### src/rtl/pipeline_job_dispatcher.sv
// Pipeline job dispatcher: accepts one src/dst job at a time, queries the
// schedule agent, validates and commits its decision into the fthread busy
// bitmap, then hands the chosen placement downstream.
module pipeline_job_dispatcher #(
    parameter int NUM_FTHREADS = 4,
    parameter int JOB_ID_W     = 8,
    parameter int RETRY_WAIT   = 16
) (
    input  logic                      clk,
    input  logic                      rst,
    input  logic                      job_valid,
    output logic                      job_ready,
    input  logic [JOB_ID_W-1:0]       job_id,
    input  logic                      job_direct,
    input  logic [0:NUM_FTHREADS-1]   job_src_mapping,
    input  logic [0:NUM_FTHREADS-1]   job_dst_mapping,
    output logic                      find_pipeline_schedule,
    output logic                      direct_pipeline_schedule,
    output logic [0:NUM_FTHREADS-1]   src_job_fthread_mapping,
    output logic [0:NUM_FTHREADS-1]   dst_job_fthread_mapping,
    output logic [0:NUM_FTHREADS-1]   fthreads_state,
    input  logic [0:NUM_FTHREADS-1]   src_fthread_select,
    input  logic [0:NUM_FTHREADS-1]   dst_fthread_select,
    input  logic                      dst_fthread_reserve,
    input  logic                      pipeline_schedule_valid,
    input  logic [0:NUM_FTHREADS-1]   fthread_release,
    output logic                      dispatch_valid,
    input  logic                      dispatch_ready,
    output logic [0:NUM_FTHREADS-1]   dispatch_src,
    output logic [0:NUM_FTHREADS-1]   dispatch_dst,
    output logic                      dispatch_dst_reserved,
    output logic [JOB_ID_W-1:0]       dispatch_job_id,
    output logic [15:0]               stat_retries,
    output logic                      err_bad_schedule
);

    localparam int BO_W = $clog2(RETRY_WAIT + 1);

    typedef enum logic [2:0] {
        IDLE,
        QUERY,
        WAIT,
        COMMIT,
        DISPATCH,
        BACKOFF
    } state_t;

    state_t                    state_q, state_d;
    logic [JOB_ID_W-1:0]       job_id_q, job_id_d;
    logic                      direct_q, direct_d;
    logic [0:NUM_FTHREADS-1]   src_map_q, src_map_d;
    logic [0:NUM_FTHREADS-1]   dst_map_q, dst_map_d;
    logic [0:NUM_FTHREADS-1]   busy_q, busy_d;
    logic [0:NUM_FTHREADS-1]   disp_src_q, disp_src_d;
    logic [0:NUM_FTHREADS-1]   disp_dst_q, disp_dst_d;
    logic                      disp_res_q, disp_res_d;
    logic [2:0]                wait_cnt_q, wait_cnt_d;
    logic [BO_W-1:0]           backoff_q, backoff_d;
    logic [15:0]               retries_q, retries_d;
    logic                      err_q, err_d;

    logic [0:NUM_FTHREADS-1]   commit_set;
    logic                      retry_inc;
    logic                      dec_bad;

    // True when at most one bit of the vector is set.
    function automatic logic zero_or_onehot(input logic [0:NUM_FTHREADS-1] v);
        int ones;
        ones = 0;
        for (int i = 0; i < NUM_FTHREADS; i++) begin
            if (v[i]) ones++;
        end
        return (ones <= 1);
    endfunction

    // Decision sanity: legal encodings that stay inside the job's mappings.
    always_comb begin
        dec_bad = !zero_or_onehot(src_fthread_select) ||
                  !zero_or_onehot(dst_fthread_select) ||
                  ((src_fthread_select & ~src_map_q) != '0) ||
                  ((dst_fthread_select & ~dst_map_q) != '0);
    end

    // Next-state and datapath update for the job FSM.
    always_comb begin
        state_d    = state_q;
        job_id_d   = job_id_q;
        direct_d   = direct_q;
        src_map_d  = src_map_q;
        dst_map_d  = dst_map_q;
        disp_src_d = disp_src_q;
        disp_dst_d = disp_dst_q;
        disp_res_d = disp_res_q;
        wait_cnt_d = wait_cnt_q;
        backoff_d  = backoff_q;
        err_d      = err_q;
        commit_set = '0;
        retry_inc  = 1'b0;

        case (state_q)
            IDLE: begin
                if (job_valid) begin
                    job_id_d  = job_id;
                    direct_d  = job_direct;
                    src_map_d = job_src_mapping;
                    dst_map_d = job_dst_mapping;
                    state_d   = QUERY;
                end
            end
            QUERY: begin
                wait_cnt_d = '0;
                state_d    = WAIT;
            end
            WAIT: begin
                if (pipeline_schedule_valid) begin
                    if (dec_bad) err_d = 1'b1;
                    if (dec_bad || (src_fthread_select == '0)) begin
                        retry_inc = 1'b1;
                        backoff_d = BO_W'(RETRY_WAIT);
                        state_d   = BACKOFF;
                    end else begin
                        disp_src_d = src_fthread_select;
                        disp_dst_d = dst_fthread_select;
                        disp_res_d = dst_fthread_reserve && (dst_fthread_select != '0);
                        state_d    = COMMIT;
                    end
                end else if (wait_cnt_q == 3'd7) begin
                    // Agent never answered: ask again, counted as a retry.
                    retry_inc = 1'b1;
                    state_d   = QUERY;
                end else begin
                    wait_cnt_d = wait_cnt_q + 3'd1;
                end
            end
            COMMIT: begin
                // A reserved dst is not free yet, so it is not marked busy here.
                commit_set = disp_src_q | (disp_res_q ? '0 : disp_dst_q);
                state_d    = DISPATCH;
            end
            DISPATCH: begin
                if (dispatch_ready) state_d = IDLE;
            end
            BACKOFF: begin
                if (backoff_q <= BO_W'(1)) state_d = QUERY;
                else backoff_d = backoff_q - BO_W'(1);
            end
            default: state_d = IDLE;
        endcase

        // Set wins over a same-cycle release of the same fthread.
        busy_d = (busy_q & ~fthread_release) | commit_set;

        retries_d = retries_q;
        if (retry_inc && (retries_q != 16'hFFFF)) retries_d = retries_q + 16'd1;
    end

    // State and datapath registers with synchronous reset.
    always_ff @(posedge clk) begin
        if (rst) begin
            state_q    <= IDLE;
            job_id_q   <= '0;
            direct_q   <= 1'b0;
            src_map_q  <= '0;
            dst_map_q  <= '0;
            busy_q     <= '0;
            disp_src_q <= '0;
            disp_dst_q <= '0;
            disp_res_q <= 1'b0;
            wait_cnt_q <= '0;
            backoff_q  <= '0;
            retries_q  <= '0;
            err_q      <= 1'b0;
        end else begin
            state_q    <= state_d;
            job_id_q   <= job_id_d;
            direct_q   <= direct_d;
            src_map_q  <= src_map_d;
            dst_map_q  <= dst_map_d;
            busy_q     <= busy_d;
            disp_src_q <= disp_src_d;
            disp_dst_q <= disp_dst_d;
            disp_res_q <= disp_res_d;
            wait_cnt_q <= wait_cnt_d;
            backoff_q  <= backoff_d;
            retries_q  <= retries_d;
            err_q      <= err_d;
        end
    end

    // Output decode; job_ready is masked during reset.
    always_comb begin
        job_ready                = (state_q == IDLE) && !rst;
        find_pipeline_schedule   = (state_q == QUERY);
        dispatch_valid           = (state_q == DISPATCH);
        direct_pipeline_schedule = direct_q;
        src_job_fthread_mapping  = src_map_q;
        dst_job_fthread_mapping  = dst_map_q;
        fthreads_state           = busy_q;
        dispatch_src             = disp_src_q;
        dispatch_dst             = disp_dst_q;
        dispatch_dst_reserved    = disp_res_q;
        dispatch_job_id          = job_id_q;
        stat_retries             = retries_q;
        err_bad_schedule         = err_q;
    end

endmodule

### config.mk
export PLATFORM = sky130hd
export DESIGN_NAME = pipeline_job_dispatcher
export DESIGN_NICKNAME = d
export VERILOG_FILES = /design/src/rtl/pipeline_job_dispatcher.sv
export SDC_FILE = /design/constraint.sdc
export NUM_CORES = 1
export LEC_CHECK = 0
export ABC_CLOCK_PERIOD_IN_PS = 5800
export CORE_ASPECT_RATIO = 0.5
export CORE_MARGIN = 5
export CORE_UTILIZATION = 51
export CTS_BUF_LIST = sky130_fd_sc_hd__clkbuf_4
export DETAILED_ROUTE_END_ITERATION = 6
export PLACE_DENSITY_LB_ADDON = 0.1
export RECOVER_POWER = 100
export SYNTH_ARGS = -nofsm -noshare
export SYNTH_HDL_FRONTEND = slang
export SYNTH_SLANG_ARGS = --single-unit
### constraint.sdc
create_clock -name clk -period 5.8 [get_ports clk]
set_clock_uncertainty 0.2 [all_clocks]
set_input_delay 0.87 -clock clk [delete_from_list [all_inputs] [get_ports clk]]
set_output_delay 0.87 -clock clk [all_outputs]
set_load 0.005 [all_outputs]
[After elaboration in Yosys (flattened, before gate mapping)]
Index checks and enable logic that the tools add are counted.
Storage, ports and cells
  input bits: 35
  bits in registers: 58
  logic and storage cells: 101
  output and inout bits: 50
Cells by class
  bitwise operators: 9
  magnitude comparators: 3
  muxes and demuxes: 28
  reduce and logical (&&, ||, !) cells: 23
  equality and inequality tests: 16
  add/subtract/negate cells: 9
Operators with widths (number)
  adder 32 x 2 -> 32 bit, second input constant: 6
  2-to-1 mux 32 bit: 6
  <= comparator 32 x 2 -> 1 bit, second input constant: 2
  2-to-1 mux 3 bit: 8
  case mux 3 bit (6 select lines): 1
  adder 16 x 1 -> 16 bit, second input constant: 1
  inequality test 16 bit, second input constant: 1
  2-to-1 mux 5 bit: 3
  inequality test 2 bit, second input constant: 7
  bitwise AND 4 bit: 3
  inverter 4 bit: 3
  nonzero test 4 bit: 3
  case mux 5 bit (2 select lines): 1
  == test 3 bit, second input constant: 3
  AND reduction 3 bit: 3
  2-to-1 mux 4 bit: 2
  bitwise OR 4 bit: 2
  AND reduction 4 bit: 2
  == test 3 x 2 -> 1 bit, second input constant: 2
  2-to-1 mux 1 bit: 6
  case mux 3 bit (2 select lines): 1
  <= comparator 5 x 1 -> 1 bit, second input constant: 1
  subtractor 5 x 1 -> 5 bit, second input constant: 1
  zero test 4 bit: 1
  other kinds (11): 19

[Longest topological paths before layout]
Gate-level depths: netlist of the first run.
  word-level depth: 17
  gate-level depth with buffers: 13
  mapped depth without buffers: 11

[Worst setup path before layout of the first run]
OpenSTA, ideal clock, no wires.
  path kind: input to register
  from: input port dst_fthread_select[1] in the netlist's numbering
  to: register retries_q[10], in the netlist stat_retries[10]
  slack: 2509 ps
  required time: 5479 ps
  data arrival time: 2970 ps
  stages on the path: 12
  path buffers: 1
  setup time: 121 ps
  cell sequence: inv_1 > ha_1 > nor2b_4 > or2_2 > ha_1 > nand2_1 > xor2_1 > a211oi_4 > and4_4 > buf_6 > nor4_1 > mux2_4
Between the ends
  word-level cells in the longest chain between the ends: 15
  elaborated cells on any way between the ends: 17
  those cells by class: add/sub (2); order compare (1); mux (6); bitwise (1); reduce/logical (7)
Ends and longest elaborated chain
  start: declaration: line 23  | input logic [0:NUM_FTHREADS-1] dst_fthread_select,
  2-to-1 mux 32 bit: line 71  | if (v[i]) ones++;
  adder 32 x 2 -> 32 bit: line 71
  2-to-1 mux 32 bit: line 71
  adder 32 x 2 -> 32 bit: line 71
  2-to-1 mux 32 bit: line 71
  <= comparator 32 x 2 -> 1 bit: line 73  | return (ones <= 1);
  zero test 1 bit: line 79  | !zero_or_onehot(dst_fthread_select) ||
  logical OR 1 bit: line 78  | dec_bad = !zero_or_onehot(src_fthread_select) ||
  logical OR 1 bit: line 79
  logical OR 1 bit (*): line 80  | ((src_fthread_select & ~src_map_q) != '0) ||
  logical OR 1 bit (*): line 117  | if (dec_bad || (src_fthread_select == '0)) begin
  2-to-1 mux 1 bit (*): line 117
  2-to-1 mux 1 bit (*): line 115  | if (pipeline_schedule_valid) begin
  2-to-1 mux 1 bit (*): line 100  | case (state_q)
  logical AND 1 bit (*): line 154  | if (retry_inc && (retries_q != 16'hFFFF)) retries_d = retries_q + 16'd1;
  end signal: assignment: line 185  | retries_q <= retries_d;
  end: declaration: line 59  | logic [15:0] retries_q, retries_d;
Every way passes the cells marked *; elsewhere a longest branch is shown, timed or not.
A chain may end at the register's enable or synchronous reset.

[Worst setup path in the final report of the first run]
  from: input port src_fthread_select[1] in the netlist's numbering
  to: register retries_q[10], in the netlist stat_retries[10]
Between the ends
  word-level cells in the longest chain between the ends: 15
  elaborated cells on any way between the ends: 18
  those cells by class: add/sub (2); order compare (1); mux (6); bitwise (1); reduce/logical (8)
Ends and longest elaborated chain
  start: declaration: line 22  | input logic [0:NUM_FTHREADS-1] src_fthread_select,
  2-to-1 mux 32 bit: line 71
  adder 32 x 2 -> 32 bit: line 71
  2-to-1 mux 32 bit: line 71
  adder 32 x 2 -> 32 bit: line 71
  2-to-1 mux 32 bit: line 71
  <= comparator 32 x 2 -> 1 bit: line 73
  zero test 1 bit: line 78
  logical OR 1 bit: line 78
  logical OR 1 bit: line 79
  logical OR 1 bit: line 80
  logical OR 1 bit (*): line 117
  2-to-1 mux 1 bit (*): line 117
  2-to-1 mux 1 bit (*): line 115
  2-to-1 mux 1 bit (*): line 100
  logical AND 1 bit (*): line 154
Marks and branches as above.

==> results of run 1 <==
area by class of cell:
class / count / area share
Clock buffer: 11 / 0.0214
Sequential cell: 58 / 0.301
Clock inverter: 5 / 0.00552
Inverter: 8 / 0.00779
Multi-Input combinational cell: 278 / 0.422
Tap cell: 73 / 0.0237
Timing Repair Buffer: 85 / 0.219
metrics by stage:
stage	worst slack, ns	power (W)
2_1_floorplan	2.51	0.000490
3_3_place_gp	1.91	0.000546
3_5_place_dp	1.78	0.000551
4_1_cts	2.23	0.000784
5_1_grt	1.50	0.000820
6_report	1.71	0.000770
sequential cells by signal, summed over array words and instances (netlist names), 3 cells and up:
signal	flops
wait_cnt_q	3
stat_retries	16
fthreads_state	4
dispatch_dst	4
src_job_fthread_mapping	4
state_q	3
backoff_q	5
dispatch_src	4
dispatch_job_id	8
dst_job_fthread_mapping	4
worst max-delay path, cell delays in order:
cell and delay, ns:
dlygate4sd3_1 0.60, inv_1 0.08, ha_1 0.35, xor2_1 0.16, ha_1 0.29, nand2b_1 0.13, a22oi_1 0.16, o221a_2 0.26
and4_1 0.75, nor4_1 0.19, mux2_4 0.33
cells in the mapped netlist, types with 2 or more instances:
| library cell | number |
|---|---|
| o21ai_0 | 15 |
| and3_1 | 6 |
| a31oi_1 | 2 |
| o21ai_1 | 9 |
| nor2b_1 | 9 |
| nand2_1 | 54 |
| buf_6 | 2 |
| mux2_4 | 3 |
| nor4_1 | 3 |
| mux2i_1 | 2 |
| nand3_1 | 22 |
| ha_1 | 12 |
| xor2_1 | 6 |
| inv_1 | 8 |
| or4_1 | 4 |
| buf_2 | 4 |
| o31ai_1 | 3 |
| clkbuf_1 | 13 |
| nor2_1 | 16 |
| nand4_1 | 7 |
| nand2b_1 | 13 |
| or3_1 | 12 |
| a21oi_1 | 51 |
| dfxtp_1 | 58 |
| nor3_1 | 12 |
worst min path at each step:
stage / to / slack, ns
detailed placement: dispatch_job_id[4]$_SDFFE_PP0P_ / 0.25
CTS: dispatch_job_id[6]$_SDFFE_PP0P_ / 0.26
floorplan: wait_cnt_q[1]$_SDFFE_PP0P_ / 0.25
finish: direct_pipeline_schedule$_SDFFE_PP0P_ / 0.25
global placement: direct_pipeline_schedule$_SDFFE_PP0P_ / 0.24
global route: dispatch_job_id[6]$_SDFFE_PP0P_ / 0.28
where the power goes:
group / total, W / switching (W) / internal, W
logic: 0.000117 / 0.0000578 / 0.0000594
clock network: 0.000234 / 0.000141 / 0.0000922
registers: 0.000419 / 0.00000954 / 0.000410
total: 0.000770 / 0.000209 / 0.000561
kinds of logic after synthesis:
group,count (synthesis)
compound gates,89
xor+xnor,6
fa+ha+maj,12
buf+inv,28
flops,58
mux,5
simple gates,166
routing by layer:
| layer | part of all wire | vias up | GRT usage | wire length [microns] |
|---|---|---|---|---|
| li1 | - | 1445 | - | - |
| met1 | 0.42 | 1310 | 0.244 | 3220 |
| met2 | 0.45 | 97 | 0.336 | 3430 |
| met5 | 0 | - | 0 | 0 |
| met4 | 0.015 | 0 | 0.0744 | 116 |
| met3 | 0.12 | 13 | 0.120 | 901 |
==> results.ini, run 1 <==
[timing]
fmax_ghz = 0.244
min_period_ns = 4.09
tightest_slew_ns = 1.76
fin_setup_tns_ns = 0
whs_ns = 0.252
slew_viol_final = 18
period_share = 0.706
rsz0062_at_grt = no
setup_viol = 0
hold_viol_final = 0
slew_headroom = -0.181

[floorplanning]
num_rows = 19
core-area_sq_um = 5520
dieArea_sq_um = 7430
die_h_microns = 63.5
ios = 85
die_x_microns = 117
initial_core_util = 0.529

[drt]
ant_nets = 0
drc_errors = 0
via_per_inst = 5.53
wl_mm = 7.66
dr.pass1.iters = 5
wire_per_inst_microns = 14.8
vias = 2865
drtIter0Drc = 223

[grt]
gr-usage-all-layers = 0.214
grt_antenna_before_repair = 0
grt_pass1_wl_mm = 12.6
grt_overflow = 0
grt_pass1_vias = 2800
grt_max_degree = 65

[place]
detailed_place_hpwl_mm = 5.60
dp.cells = 502
gp_congestion = 0.905
io_buffer_count = 84
dpl_cell_area_sq_um = 3760

[job]
cap_violations = 1

[setup_path]
startpoint = src_fthread_select[1]
endpoint_kind = flip-flop
rrSetupSlack_ns = 3.12
start_kind = input port
criticalPathCategory = in -> reg
ff2ff_path_depth = 6
worstPathRequired_ns = 5.90
r2r_start = dst_job_fthread_mapping[2]$_SDFFE_PP0P_
path_max_fanout = 28
critPathArrivalTime_ns = 4.19
worst_r2r_endpoint = stat_retries[10]$_SDFFE_PP0P_
worstSetupEndpoint = stat_retries[10]$_SDFFE_PP0P_

[logic_synthesis]
syn_nets = 411
yosysTopAreaCell = dfxtp_1
yosysWarnings = 0
syn_area_per_cell_sq_um = 8.02
synthMuxAreaShare = 0.0223
synth_top_family_by_area = simple AND/OR/NAND/NOR gates
synth_compound_area_frac = 0.175
mappedNetlistArea_sq_um = 2920
ys_types = 43
synthXorXnorAreaFrac = 0.0180
synthSimpleGateAreaFrac = 0.291
yosysTopAreaCellShare = 0.398
synthFlopType = dfxtp_1
yosys-top-cells-area = dfxtp_1, a21oi_1, nand2_1
yosysSeqAreaShare = 0.398
syn_inst = 364
ys_seq_elements = 58
synthArstFlopShare = 0
synth_edf_count = 0
synth_fa_ha_area_frac = 0.0515

[layout]
layout_common_cells = dfxtp_1, nand2_1, dlygate4sd3_1
multi_input_area_sq_um = 1630
fin_nets = 487
ff_latch_area_sq_um = 1160
drive_above_1_share = 0.0584
finalInstanceArea_sq_um = 3850
fill_cells = 449
final_common_cell = dfxtp_1
final_cells = 518
syn_to_final_growth_pct = 32.1
fin_util = 0.699
antennaDiodeCount = 0

[clock_network]
cts_hold_buffers = 0
cts_setup_buffers = 0
clkSinkCount = 58
cts_max_level = 3
clk_pin_slew_ns = 0.09
root_buffer = clkbuf_4
cts_tree = yes
ctsResizeCount = 0
cts_buffers = 9
clk_path_buf_depth = 2
clock_latency_ns = 0.40

[min_path]
worst_hold_startpoint = direct_pipeline_schedule$_SDFFE_PP0P_
holdPathStages = 2
hold_class = reg -> reg

[pwr]
p_leak_nw = 1.54
ir_worst_vdd_uv = 170
p_per_area_nw_per_um2 = 200

[status]
violations = max-capacitance violations, max-slew violations
outcome = complete, but fails checks

(Power assumes the default switching activity.)
==> run 2, diff against run 1 <==
- ABC_CLOCK_PERIOD_IN_PS: 5800 -> 3500
- CORE_UTILIZATION: 51 -> 44
- clock period: 5.8 -> 3.5 ns (I/O delays scaled with it)
==> results.ini, run 2 (synthesis results as in run 1) <==
[min_path]
hold_class = reg -> reg

[layout]
fin_util = 0.601
syn_to_final_growth_pct = 35.3
fill_cells = 610
fin_nets = 496
antennaDiodeCount = 0
largest_reg_flops = 16
final_cells = 546
layout_common_cells = dfxtp_1, nand2_1, a21oi_1, dlygate4sd3_1, clkdlybuf4s50_1
drive_above_1_share = 0.0771
finalInstanceArea_sq_um = 3950
final_common_cell = dfxtp_1

[drt]
vias = 2873
drtIter0Drc = 247
drc_errors = 0
via_per_inst = 5.26
ant_nets = 0
dr.pass1.iters = 4
wire_per_inst_microns = 14.3
wl_mm = 7.78

[job]
cap_violations = 0

[floorplanning]
initial_core_util = 0.444
ios = 85
num_rows = 21
core-area_sq_um = 6570
die_x_microns = 125
dieArea_sq_um = 8460
die_h_microns = 67.6

[pwr]
p_sw_frac = 0.278
p_per_area_nw_per_um2 = 329
combPwrFrac = 0.159
p_int_w = 0.000937
p_leak_nw = 1.58
p_seq_frac = 0.536
p_clk_frac = 0.306
ir_worst_vdd_uv = 216
p_sw_w = 0.000361

[place]
dp.cells = 530
detailed_place_hpwl_mm = 5.76
io_buffer_count = 84
gp_congestion = 0.860
dpl_cell_area_sq_um = 3850

[setup_path]
ff2ff_path_depth = 6
worst_r2r_endpoint = stat_retries[5]$_SDFFE_PP0P_
rrSetupSlack_ns = 1.06
endpoint_kind = flip-flop
worstPathRequired_ns = 3.58
worstSetupEndpoint = stat_retries[0]$_SDFFE_PP0P_
criticalPathCategory = in -> reg
startpoint = src_fthread_select[0]
start_kind = input port
r2r_start = stat_retries[0]$_SDFFE_PP0P_
path_max_fanout = 13
critPathArrivalTime_ns = 3.27

[timing]
rsz0062_at_grt = no
period_share = 0.910
min_period_ns = 3.19
slew_headroom = 0.557
hold_viol_final = 0
slew_viol_final = 0
whs_ns = 0.260
fmax_ghz = 0.314
tightest_slew_ns = 0.665
setup_viol = 0
fin_setup_tns_ns = 0

[clock_network]
cts_hold_buffers = 0
ctsResizeCount = 0
cts_max_level = 3
cts_setup_buffers = 0
clk_path_buf_depth = 2
root_buffer = clkbuf_4
clkSinkCount = 58
cts_tree = yes
clock_latency_ns = 0.42
clk_pin_slew_ns = 0.10
cts_buffers = 9

[grt]
grt_antenna_before_repair = 0
grt_pass1_vias = 2725
grt_overflow = 0
grt_pass1_wl_mm = 12.6
gr-usage-all-layers = 0.189
grt_max_degree = 64

[status]
outcome = finished, final reports clean

==> run 2: cell types whose count changed in the layout (fill, tap and decap cells not counted), moves of 2 or more <==
cell,before,now
buf_4,1,9
clkdlybuf4s50_1,30,32
dlygate4sd3_1,53,51
o21ai_0,18,16
o21ai_1,6,8
==> run 2: power by group through the flow <==
stage / clock network [W] / registers, W / logic (W)
2_1_floorplan: 0 / 0.000707 / 0.000105
4_1_cts: 0.000417 / 0.000697 / 0.000215
3_3_place_gp: 0 / 0.000710 / 0.000206
6_report: 0.000397 / 0.000696 / 0.000206
3_5_place_dp: 0 / 0.000712 / 0.000213
5_1_grt: 0.000450 / 0.000700 / 0.000225
==> run 2: worst max-delay path, cell delays in order <==
cell and delay, ns:
dlygate4sd3_1 0.56, inv_1 0.08, ha_1 0.33, xor2_1 0.16
ha_1 0.29, nand2b_1 0.14, a22oi_1 0.16, o221a_2 0.27
and4_4 0.33, clkbuf_1 0.23, or3_1 0.14, a21oi_1 0.05
==> run 2: layout make-up <==
type,count,area (sq um),share of cell area
sequential,58,1160,0.294
tap,92,115,0.0292
timing repair buffer,94,907,0.230
clock inverter,5,21.3,0.00539
clock buffer,11,82.6,0.0209
inverter,8,30.0,0.00761
multi-input combinational,278,1630,0.413
==> run 2: worst min path at each step <==
stage,from,to,slack [ns],depth (start not counted)
after floorplan,wait_cnt_q[1]$_SDFFE_PP0P_,wait_cnt_q[1]$_SDFFE_PP0P_,0.25,2
after global placement,dispatch_job_id[7]$_SDFFE_PP0P_,dispatch_job_id[7]$_SDFFE_PP0P_,0.24,2
after detailed placement,dispatch_job_id[3]$_SDFFE_PP0P_,dispatch_job_id[3]$_SDFFE_PP0P_,0.25,2
after CTS,dispatch_job_id[4]$_SDFFE_PP0P_,dispatch_job_id[4]$_SDFFE_PP0P_,0.27,2
after global routing,dispatch_job_id[4]$_SDFFE_PP0P_,dispatch_job_id[4]$_SDFFE_PP0P_,0.29,2
final,dispatch_job_id[4]$_SDFFE_PP0P_,dispatch_job_id[4]$_SDFFE_PP0P_,0.26,2
==> run 2: routing by layer <==
layer,track usage,part of all wire,vias up
met2,0.314,0.45,80
met4,0.0730,0.014,0
li1,-,-,1456
met1,0.209,0.45,1327
met5,0,0,-
met3,0.101,0.090,10
==> run 2: through the flow <==
stage	setup slack, ns	power, W
3_3_place_gp	0.0911	0.000917
3_5_place_dp	0.0149	0.000925
5_1_grt	0.151	0.00137
2_1_floorplan	0.554	0.000812
4_1_cts	0.497	0.00133
6_report	0.314	0.00130
